===== src/rtl/mcu_merge_sched.sv =====
// MCU-ordered block scheduler: drains Y_PER_MCU Y blocks, then one Cb and one Cr
// block per MCU from FWFT FIFOs, emitting a registered, channel-tagged word stream.
module mcu_merge_sched #(
  parameter int Y_PER_MCU = 4
) (
  input  logic        clk,
  input  logic        img_rst,
  input  logic        start,
  input  logic [15:0] mcu_total,
  input  logic        y_empty,
  input  logic        cb_empty,
  input  logic        cr_empty,
  input  logic [32:0] y_rd_data,
  input  logic [32:0] cb_rd_data,
  input  logic [32:0] cr_rd_data,
  output logic        y_read_req,
  output logic        cb_read_req,
  output logic        cr_read_req,
  output logic [31:0] jpeg_bitstream,
  output logic [1:0]  data_valid,
  output logic        mcu_done,
  output logic        frame_done,
  output logic        busy
);

  typedef enum logic [1:0] {IDLE, RD_Y, RD_CB, RD_CR} state_t;

  localparam logic [1:0] Y_LAST = 2'(Y_PER_MCU - 1);

  state_t      state, state_nxt;
  logic [1:0]  y_cnt, y_cnt_nxt;
  logic [15:0] mcu_cnt, mcu_cnt_nxt;
  logic [15:0] mcu_tot, mcu_tot_nxt;
  logic        pop;
  logic [31:0] pop_word;
  logic [1:0]  pop_tag;
  logic        mcu_end;
  logic        frame_end;

  always_comb begin
    state_nxt   = state;
    y_cnt_nxt   = y_cnt;
    mcu_cnt_nxt = mcu_cnt;
    mcu_tot_nxt = mcu_tot;
    y_read_req  = 1'b0;
    cb_read_req = 1'b0;
    cr_read_req = 1'b0;
    pop_word    = '0;
    pop_tag     = '0;
    mcu_end     = 1'b0;
    frame_end   = 1'b0;

    case (state)
      IDLE: begin
        if (start) begin
          if (mcu_total == 16'd0) begin
            frame_end = 1'b1;
          end else begin
            mcu_tot_nxt = mcu_total;
            y_cnt_nxt   = '0;
            mcu_cnt_nxt = '0;
            state_nxt   = RD_Y;
          end
        end
      end
      RD_Y: begin
        y_read_req = !y_empty;
        pop_word   = y_rd_data[31:0];
        pop_tag    = 2'd1;
        if (y_read_req && y_rd_data[32]) begin
          if (y_cnt == Y_LAST) begin
            y_cnt_nxt = '0;
            state_nxt = RD_CB;
          end else begin
            y_cnt_nxt = y_cnt + 2'd1;
          end
        end
      end
      RD_CB: begin
        cb_read_req = !cb_empty;
        pop_word    = cb_rd_data[31:0];
        pop_tag     = 2'd2;
        if (cb_read_req && cb_rd_data[32]) state_nxt = RD_CR;
      end
      RD_CR: begin
        cr_read_req = !cr_empty;
        pop_word    = cr_rd_data[31:0];
        pop_tag     = 2'd3;
        if (cr_read_req && cr_rd_data[32]) begin
          mcu_cnt_nxt = mcu_cnt + 16'd1;
          mcu_end     = 1'b1;
          // 17-bit compare so mcu_tot = 65535 never needs a wrapped counter
          if (({1'b0, mcu_cnt} + 17'd1) == {1'b0, mcu_tot}) begin
            frame_end = 1'b1;
            state_nxt = IDLE;
          end else begin
            state_nxt = RD_Y;
          end
        end
      end
      default: state_nxt = IDLE;
    endcase

    // No pops while reset is held, so no FIFO word is lost across the reset edge
    if (img_rst) begin
      y_read_req  = 1'b0;
      cb_read_req = 1'b0;
      cr_read_req = 1'b0;
    end
    pop = y_read_req | cb_read_req | cr_read_req;
  end

  always_ff @(posedge clk) begin
    if (img_rst) begin
      state          <= IDLE;
      y_cnt          <= '0;
      mcu_cnt        <= '0;
      mcu_tot        <= '0;
      jpeg_bitstream <= '0;
      data_valid     <= '0;
      mcu_done       <= 1'b0;
      frame_done     <= 1'b0;
    end else begin
      state      <= state_nxt;
      y_cnt      <= y_cnt_nxt;
      mcu_cnt    <= mcu_cnt_nxt;
      mcu_tot    <= mcu_tot_nxt;
      data_valid <= pop ? pop_tag : 2'd0;
      if (pop) jpeg_bitstream <= pop_word;
      mcu_done   <= mcu_end;
      frame_done <= frame_end;
    end
  end

  assign busy = (state != IDLE);

endmodule


===== config.mk =====
export PLATFORM = sky130hd
export DESIGN_NAME = mcu_merge_sched
export DESIGN_NICKNAME = d
export VERILOG_FILES = /design/src/rtl/mcu_merge_sched.sv
export SDC_FILE = /design/constraint.sdc
export NUM_CORES = 1
export LEC_CHECK = 0
export BUFFER_PORTS_ARGS = -buffer_cell sky130_fd_sc_hd__buf_2
export CAP_MARGIN = 20
export CORE_MARGIN = 2
export CORE_UTILIZATION = 48
export CTS_CLUSTER_SIZE = 25
export DETAILED_ROUTE_END_ITERATION = 10
export HOLD_SLACK_MARGIN = 0.08
export PLACE_DENSITY = 0.88
export SKIP_LAST_GASP = 1
export SLEW_MARGIN = 10
export SYNTH_ARGS = -nofsm -noshare
export SYNTH_HDL_FRONTEND = slang
export SYNTH_SLANG_ARGS = --single-unit

===== constraint.sdc =====
create_clock -name clk -period 3.1 [get_ports clk]
set_clock_uncertainty 0.15 [all_clocks]
set_input_delay 0 -clock clk [delete_from_list [all_inputs] [get_ports clk]]
set_output_delay 0 -clock clk [all_outputs]
set_load 0.05 [all_outputs]

; ---- Word-level counts from Yosys, hierarchy flattened
; Cells that the tools add are included.
[totals]
ff_bits = 72
output_inout_bits = 40
[classes]
n_addsub = 3
n_eq_ne = 11
mux = 31
bitwise = 5
reduce_logical = 17
[ops]
columns = op, n
row1 = 32-bit case mux with 3 select lines, 1
row2 = 16-bit two-way mux, 3
row3 = 16-bit case mux with 2 select lines, 1
row4 = 2-bit two-way mux, 10
row5 = "16-bit by 1-bit adder with 17-bit output, second input constant", 1
row6 = 17-bit by 16-bit == test with 1-bit output, 1
row7 = "16-bit by 1-bit adder with 16-bit output, second input constant", 1
row8 = 16-bit logical NOT, 1
row9 = 1-bit two-way mux, 12
row10 = "2-bit != test, second input constant", 6
row11 = 2-bit case mux with 4 select lines, 1
row12 = 4-bit AND reduction, 2
row13 = "2-bit == test, second input constant", 3
row14 = 2-bit case mux with 3 select lines, 1
row15 = 6-bit AND reduction, 1
row16 = 2-bit nonzero test, 3
row17 = 2-bit case mux with 2 select lines, 1
row18 = 2-bit OR reduction, 2
row19 = 1-bit logical AND, 3
row20 = 1-bit logical NOT, 3
row21 = 1-bit NOT, 3
row22 = 3-bit AND reduction, 1
row23 = "2-bit by 1-bit adder with 2-bit output, second input constant", 1
row24 = "2-bit by 1-bit == test with 1-bit output, second input constant", 1
row25 = other kinds (3), 4

; ---- Logic depth before layout (Yosys ltp)
; Gate-level depths: netlist (run 1).
[logic_depth]
word_depth = 7
mapped_depth = 9

; ---- Worst setup path before layout (run 1)
; No wires, ideal clock.
[synth_path]
path_type = register to register
from = register state[0]
to = register jpeg_bitstream[30]
arrival_time_ns = 2.127
required_time_ns = 2.876
slack_ns = 0.749
stages_incl_launch_ff = 7
path_buffers = 1
synth_period_minus_slack_ns = 2.351
cell_sequence = dfxtp_1 -> ha_1 -> nand2b_1 -> nor2_1 -> o21ai_0 -> clkbuf_1 -> o21ai_0
[synth_between]
word_cells_on_any_way = 12
[synth_lines]
columns = element, line_no
row1 = "start, declared", 30  ; state_t state, state_nxt;
row2 = "start signal, assigned", 124  ; state <= state_nxt;
row3 = 2-bit == test, 53  ; case (state)
row4 = 1-bit two-way mux, 53
row5 = 1-bit two-way mux, 105  ; if (img_rst) begin
row6 = named net cr_read_req, 18  ; output logic cr_read_req,
row7 = 1-bit OR, 110  ; pop = y_read_req | cb_read_req | cr_read_req;
row8 = "end signal, assigned", 129  ; if (pop) jpeg_bitstream <= pop_word;
row9 = "end, declared", 19  ; output logic [31:0] jpeg_bitstream,
; The timed path passes the listed nets, and every way through them passes these cells.
; A chain may end at the register's enable or synchronous reset.

; ---- Worst setup path after layout (run 1)
[layout_path]
from = input mcu_total[11]
to = register mcu_tot[7]
[layout_between]
elab_chain_cells = 3
[layout_lines]
columns = element, line_no
row1 = "start, declared", 9  ; input logic [15:0] mcu_total,
row2 = 16-bit logical NOT, 56  ; if (mcu_total == 16'd0) begin
row3 = 1-bit NOT (no line), n/a
row4 = 3-bit AND reduction (no line), n/a
row5 = "end signal, assigned", 127  ; mcu_tot <= mcu_tot_nxt;
row6 = "end, declared", 33  ; logic [15:0] mcu_tot, mcu_tot_nxt;
; Every way passes these cells.

==> results by group, run 1 <==
Synth
  – Share of the synthesized area in the top cell type: 39.1%
  – Most used DFF post-synth: dfxtp_1
  – Post-synthesis sequential area ratio: 39.1%
  – Synthesized area per cell: 8.08 µm²
  – Post-synth EDFFs: 0
  – Synth area leaders: dfxtp_1, nand2_1, a222oi_1
  – Most area-hungry cell type in the Yosys netlist: dfxtp_1
  – Yosys reg bits: 72
  – Distinct cells, synth: 46
  – Post-synth top cells: nand2_1, dfxtp_1, o21ai_0
  – Asr flop ratio synth: 0%
  – Ys Warns: 0
  – Synth Instances: 456
  – Most common cell in the netlist: nand2_1
  – Net count after synthesis: 584
  – Netlist Area Pre-Place: 3680 µm²

Routing
  – Drt wl/cell: 19.4 µm
  – Vias per inst: 6.07
  – Drt total wl: 15700 µm
  – Detailed-route via count: 4911
  – Initial drt markers: 804
  – # DRC: 0
  – Remaining antenna violation count: 0
  – Drt pass-1 iters: 9

STA
  – TNS Setup: 0 ns
  – Relative slew slack: 48.5%
  – RSZ-0062 raised after global routing: false
  – F_max: 331 MHz
  – Post-route minimum period: 3.02 ns
  – Slew of the pin with the lowest slew margin: 0.772 ns
  – Fin crit share: 97.4%
  – Setup-failing EPs final: 0
  – Hold Fails Final Rpt: 0
  – Hold Slack: 0.160 ns
  – Slew Viols, Final: 0

Critical path
  – Reg2reg setup slack: 0.26 ns
  – Crit path launch type: input port
  – Crit path capture type: flop
  – WP data arrival: 3.12 ns
  – Critical path class: input port to flop
  – Crit path max fanout: 16
  – Required @ worst endpoint: 3.20 ns

Pwr
  – Sequential Power Share: 33.0%
  – Clock Power Share: 21.7%
  – Overall Power: 3.17 mW
  – NetSw: 1.20 mW
  – Pleak: 2.47 nW
  – Cell Int Power: 1.97 mW
  – Logic pwr share: 45.4%
  – VDD IR max: 0.520 mV
  – Net Sw Frac: 37.9%
  – Power per Cell Area: 551 nW/µm²

Final layout
  – # diodes: 0
  – Register area: 1440 µm²
  – Fraction of layout cells with a size suffix above 1: 27.3%
  – Fillers: 431
  – Multi-input gate area: 2080 µm²
  – # nets final: 833
  – Post-Layout Cell Count: 809
  – Area growth from synthesis to layout: 56.1%

Global route
  – Tot GR Track Use: 36.4%
  – Vias in the first global route: 4910
  – GR Overflow Total: 0
  – Largest net degree at the start of global routing: 35
  – Initial antenna violation count: 0
  – First-pass GRT wire length: 24200 µm

CTS
  – Post-CTS Resized: 0
  – TritonCTS clock tree: yes
  – H-tree lvl count: 3
  – Clock sinks: 72
  – Root Buffer: clkbuf_8
  – Clk_lat worst skew: 0.36 ns
  – Longest Clk Path Bufs: 2
  – Post CTS Setup Buffer Count: 0
  – Inserted Clock Buffers: 9
  – Hold Buf Count CTS: 105
  – Clk pin slew, worst setup/hold paths: 0.08 ns

Floorplan
  – Die ar.: 8390 µm²
  – Die extent in y: 91.6 µm
  – FP Rows: 31
  – Starting Density: 50.3%
  – IO Count: 161
  – Core Footprint: 7330 µm²
  – Die width: 91.6 µm

Min path
  – Hold Crit Class: input port to flop

Placement
  – I/O Buffers: 160
  – Placer Congestion: 0.900
  – Post-Place Cells: 688
  – Detailed-placement wirelength estimate: 8670 µm

Outcome
  – Run status: finished, final reports clean

Job
  – Max-cap viol count: 0
per-layer routing:
| layer | routed length, µm | vias up | track usage [%] |
|---|---|---|---|
| li1 | - | 2175 | - |
| met1 | 5710 | 2281 | 41.4 |
| met2 | 7790 | 356 | 62.6 |
| met3 | 1280 | 99 | 7.64 |
| met4 | 892 | 0 | 21.7 |
| met5 | 0 | - | 0 |
worst max-delay path, stage by stage:
cell	delay, ns
dlygate4sd3_1	0.56
buf_2	0.14
nor4_1	0.48
nand4_1	0.23
nor2b_1	0.20
buf_4	0.19
nand2_1	0.08
dlygate4sd3_1	0.56
a21oi_1	0.07
dlygate4sd3_1	0.59
flip-flops by register name (all words and copies together), names as in the netlist:
name	cells
jpeg_bitstream	32
mcu_cnt	16
mcu_tot	16
data_valid	2
state	2
y_cnt	2
frame_done	1
mcu_done	1
cell usage in the layout (no fill, tap or decap), types with 9 or more instances in the layout:
| master | synthesis | final |
|---|---|---|
| buf_2 | 7 | 160 |
| dlygate4sd3_1 | 0 | 105 |
| nand2_1 | 88 | 88 |
| dfxtp_1 | 72 | 72 |
| o21ai_0 | 53 | 52 |
| a21oi_1 | 33 | 33 |
| a222oi_1 | 32 | 32 |
| nor2_1 | 24 | 24 |
| xnor2_1 | 15 | 15 |
| nand3_1 | 12 | 12 |
| clkbuf_8 | 0 | 9 |
power groups by stage:
stage,sequential (mW),clock [mW],combinational (mW)
5_1_grt,1.05,0.731,1.52
2_1_floorplan,1.08,0,0.665
6_report,1.04,0.687,1.44
3_3_place_gp,1.06,0,0.939
3_5_place_dp,1.06,0,0.970
4_1_cts,1.04,0.681,1.33
through the flow:
step	utilization, %	setup WS [ns]	area [µm²]
floorplan	-	0.749	3680
global placement	61.8	0.654	4530
detailed placement	61.8	0.601	4530
CTS	78.5	0.230	5750
global route	78.5	0.0212	5750
finish	78.5	0.0813	5750
cell type report:
type / instances / share of cell area, %
well taps: 99 / 2.15
repair buffers: 272 / 33.1
multi-input cells: 342 / 36.2
clock buffers: 10 / 2.22
clock inverters: 6 / 0.761
flip-flops and latches: 72 / 25.1
inverters: 8 / 0.522
final timing paths:
kind                           start                  to  cells after the start
setup / recovery       mcu_total[11]          mcu_tot[7]                     10
hold reg to reg   jpeg_bitstream[13]  jpeg_bitstream[13]                      2
hold / removal         y_rd_data[32]            state[0]                      6
setup reg to reg            state[0]            state[1]                      8
cells by family after synthesis:
group                      share of synthesized area (%)
muxes                                              0.815
and+or+nand+nor                                     23.5
AOI/OAI and AO/OA                                   24.5
adders and majority gates                           2.38
buffers and inverters                               4.52
xor gates and xnor gates                            5.23
DFF                                                 39.1
Power figures use the tool's default switching activity.
==> run 2, diff against run 1 <==
--- a/config.mk
+++ b/config.mk
@@ -8,11 +8,11 @@
 export BUFFER_PORTS_ARGS = -buffer_cell sky130_fd_sc_hd__buf_2
 export CAP_MARGIN = 20
 export CORE_MARGIN = 2
-export CORE_UTILIZATION = 48
+export CORE_UTILIZATION = 43
 export CTS_CLUSTER_SIZE = 25
 export DETAILED_ROUTE_END_ITERATION = 10
 export HOLD_SLACK_MARGIN = 0.08
-export PLACE_DENSITY = 0.88
+export PLACE_DENSITY = 0.81
 export SKIP_LAST_GASP = 1
 export SLEW_MARGIN = 10
 export SYNTH_ARGS = -nofsm -noshare
==> run 2 against run 1 <==
Critical path depth fell by 1. Sequential power barely moved. Clock power rose by 22%. Cell count rose by 1.7%. Global-route usage fell by 6.5 points. Hold slack improved by 0.14 ns. Cell area rose by 2.9%. Combinational power barely moved. Die area rose by 11%. Critical path type is now flop to flop.
==> results by group, run 2 (synthesized netlist as in run 1, its figures left out) <==
STA
  – Fin crit share: 98.5% (+1.1 points)
  – Setup-failing EPs final: 0 (unchanged)
  – Hold Fails Final Rpt: 0 (unchanged)
  – Slew Viols, Final: 0 (unchanged)
  – Relative slew slack: 47.6% (-0.89 points)
  – Slew of the pin with the lowest slew margin: 0.785 ns (+0.0134 ns)
  – F_max: 328 MHz (-1.1%)
  – Final worst slack: 0.0479 ns (-0.0334 ns)
  – Post-route minimum period: 3.05 ns (+0.0334 ns)
  – TNS Setup: 0 ns (unchanged)
  – RSZ-0062 raised after global routing: false

Final layout
  – Leading cell type in the layout, fill and taps excluded: buf_2
  – Area growth from synthesis to layout: 60.6%
  – # diodes: 0 (unchanged)
  – Max reg flops: 32 (unchanged)
  – # nets final: 841 (+0.96%)
  – Largest regs: jpeg_bitstream: 32 flops, mcu_cnt: 16 flops, mcu_tot: 16 flops
  – Top reg by flops: jpeg_bitstream
  – Most frequent cells in the layout: buf_2, dlygate4sd3_1, nand2_1
  – Fraction of layout cells with a size suffix above 1: 27.6% (+0.25 points)
  – Fillers: 581 (+35%)

Critical path
  – Max incr delay on CP: 0.62 ns (+0.03 ns)
  – Crit path max fanout: 33 (+17)
  – Reg2reg setup slack: 0.05 ns (-0.21 ns)
  – Crit. path cell count: 9 (-1)
  – Required @ worst endpoint: 3.18 ns (-0.02 ns)
  – Crit path launch type: flop
  – WP buf/inv: 4 (-1)
  – Critical path startpoint: state[0]
  – Crit path capture type: flop
  – Cell mode on critical path: dlygate4sd3_1
  – CP top delay family: buffers and inverters
  – Reg2reg path depth: 9 (+1)
  – CP max stage cell: dlygate4sd3_1
  – Reg2reg start: state[0]
  – Critical R2R Capture: state[1]
  – WP data arrival: 3.14 ns (+0.02 ns)
  – Critical path class: flop to flop
  – CP Cell Sequence: inv_1 > ha_4 > buf_12 > o21ai_0 > dlygate4sd3_1 > nand4_1 > dlygate4sd3_1 > mux2i_1 > nor2_1

Floorplan
  – Starting Density: 44.6% (-5.6 points)
  – IO Count: 161 (unchanged)
  – Die ar.: 9330 µm² (+11%)
  – FP Rows: 33 (+6.5%)
  – Core Footprint: 8260 µm² (+13%)
  – Die extent in y: 96.6 µm (+5.4%)
  – Die width: 96.6 µm (+5.4%)

Pwr
  – VDD IR max: 0.468 mV (-10%)
  – Overall Power: 3.35 mW (+5.7%)
  – Pleak: 2.52 nW (+2.0%)
  – Power per Cell Area: 566 nW/µm² (+2.7%)

Placement
  – I/O Buffers: 160 (unchanged)
  – Post-Place Setup Slack: 0.588 ns (-0.0136 ns)
  – Placer Congestion: 0.940 (+4.5%)
  – Detailed-placement wirelength estimate: 8390 µm (-3.2%)

CTS
  – Clock sinks: 72 (unchanged)
  – Clk pin slew, worst setup/hold paths: 0.08 ns (about the same)
  – H-tree lvl count: 3 (unchanged)
  – Inserted Clock Buffers: 9 (unchanged)
  – TritonCTS clock tree: yes
  – Post CTS Setup Buffer Count: 0 (unchanged)
  – Root Buffer: clkbuf_8
  – Longest Clk Path Bufs: 2 (unchanged)
  – Clk_lat worst skew: 0.35 ns (about the same)

Routing
  – Vias per inst: 5.87 (-3.4%)
  – Drt total wl: 14800 µm (-5.4%)
  – Initial drt markers: 476 (-41%)
  – Detailed-route via count: 4828 (-1.7%)
  – Drt wl/cell: 18.0 µm (-7.1%)
  – Drt pass-1 iters: 7 (-2)
  – Remaining antenna violation count: 0 (unchanged)
  – # DRC: 0 (unchanged)

Global route
  – Tot GR Track Use: 29.9% (-6.5 points)
  – GR Overflow Total: 0 (unchanged)
  – Vias in the first global route: 4588 (-6.6%)
  – First-pass GRT wire length: 21600 µm (-10%)
  – Largest net degree at the start of global routing: 41 (+17%)
  – Initial antenna violation count: 0 (unchanged)

Min path
  – Hold Path Sink: jpeg_bitstream[13]
  – Hold depth: 2 (-4)
  – Hold Crit Class: flop to flop
  – Min-delay src: jpeg_bitstream[13]

Job
  – Max-cap viol count: 0 (unchanged)

Outcome
  – Run status: finished, final reports clean
-- run 2: cell count changes in the layout (fill, tap and decap cells not counted), sizes merged --
| cell | delta |
|---|---|
| buf | +1 |
| dlygate4sd3 | +7 |
| clkinv | -2 |
| bufinv | +2 |
-- run 2: layout make-up --
class                           count  area (µm²)  share of cell area, %
Multi-Input combinational cell    342        2100                   35.6
Timing Repair Buffer              280        1990                   33.7
Sequential cell                    72        1440                   24.3
Tap cell                          105         131                   2.22
Clock buffer                       10         128                   2.16
Clock inverter                      6        90.1                   1.52
Inverter                            8        30.0                  0.507
-- run 2: how the worst max path moves through the flow --
stage | to | slack (ns)
after floorplan | jpeg_bitstream[30] | 0.75
final | state[1] | 0.05
after global routing | state[1] | 0.0003
after CTS | state[1] | 0.12
after detailed placement | state[0] | 0.59
after global placement | state[0] | 0.71
-- run 2: stage by stage --
stage	instances	util (%)	area, µm²	hold slack [ns]
finish	823	71.7	5920	0.303
global route	823	71.7	5920	0.329
CTS	823	71.3	5890	0.305
floorplan	456	-	3680	-0.0140
detailed placement	695	55.1	4550	0.110
global placement	695	55.1	4550	0.103
-- run 2: routing by layer --
metal  vias up  global-route usage (%)  share of wire (%)
li1       2188                       -                  -
met5         -                       0                  0
met1      2271                    33.9                 36
met2       301                    52.7                 51
met4         0                    12.7                3.8
met3        68                    8.07                8.7
-- run 2: report_power, final --
group	internal (mW)	total [mW]	switching [mW]	leakage, nW
registers	0.986	1.04	0.0590	0.583
logic	0.722	1.47	0.745	1.83
clock network	0.458	0.835	0.377	0.107
-- run 2: what timing repair did --
action                                  4_1_cts  5_1_grt
endpoints found under the setup margin        0        6
hold buffers                                112        0
hold endpoints to repair                     63        0
gates resized for setup                       0        6
-- run 2: worst reg2reg max path, cell delays in order (launching register included) --
cell           delay (ns)
dfxtp_1              0.37
inv_1                0.19
ha_4                 0.20
buf_12               0.21
o21ai_0              0.14
dlygate4sd3_1        0.61
nand4_1              0.18
dlygate4sd3_1        0.62
mux2i_1              0.22
nor2_1               0.05
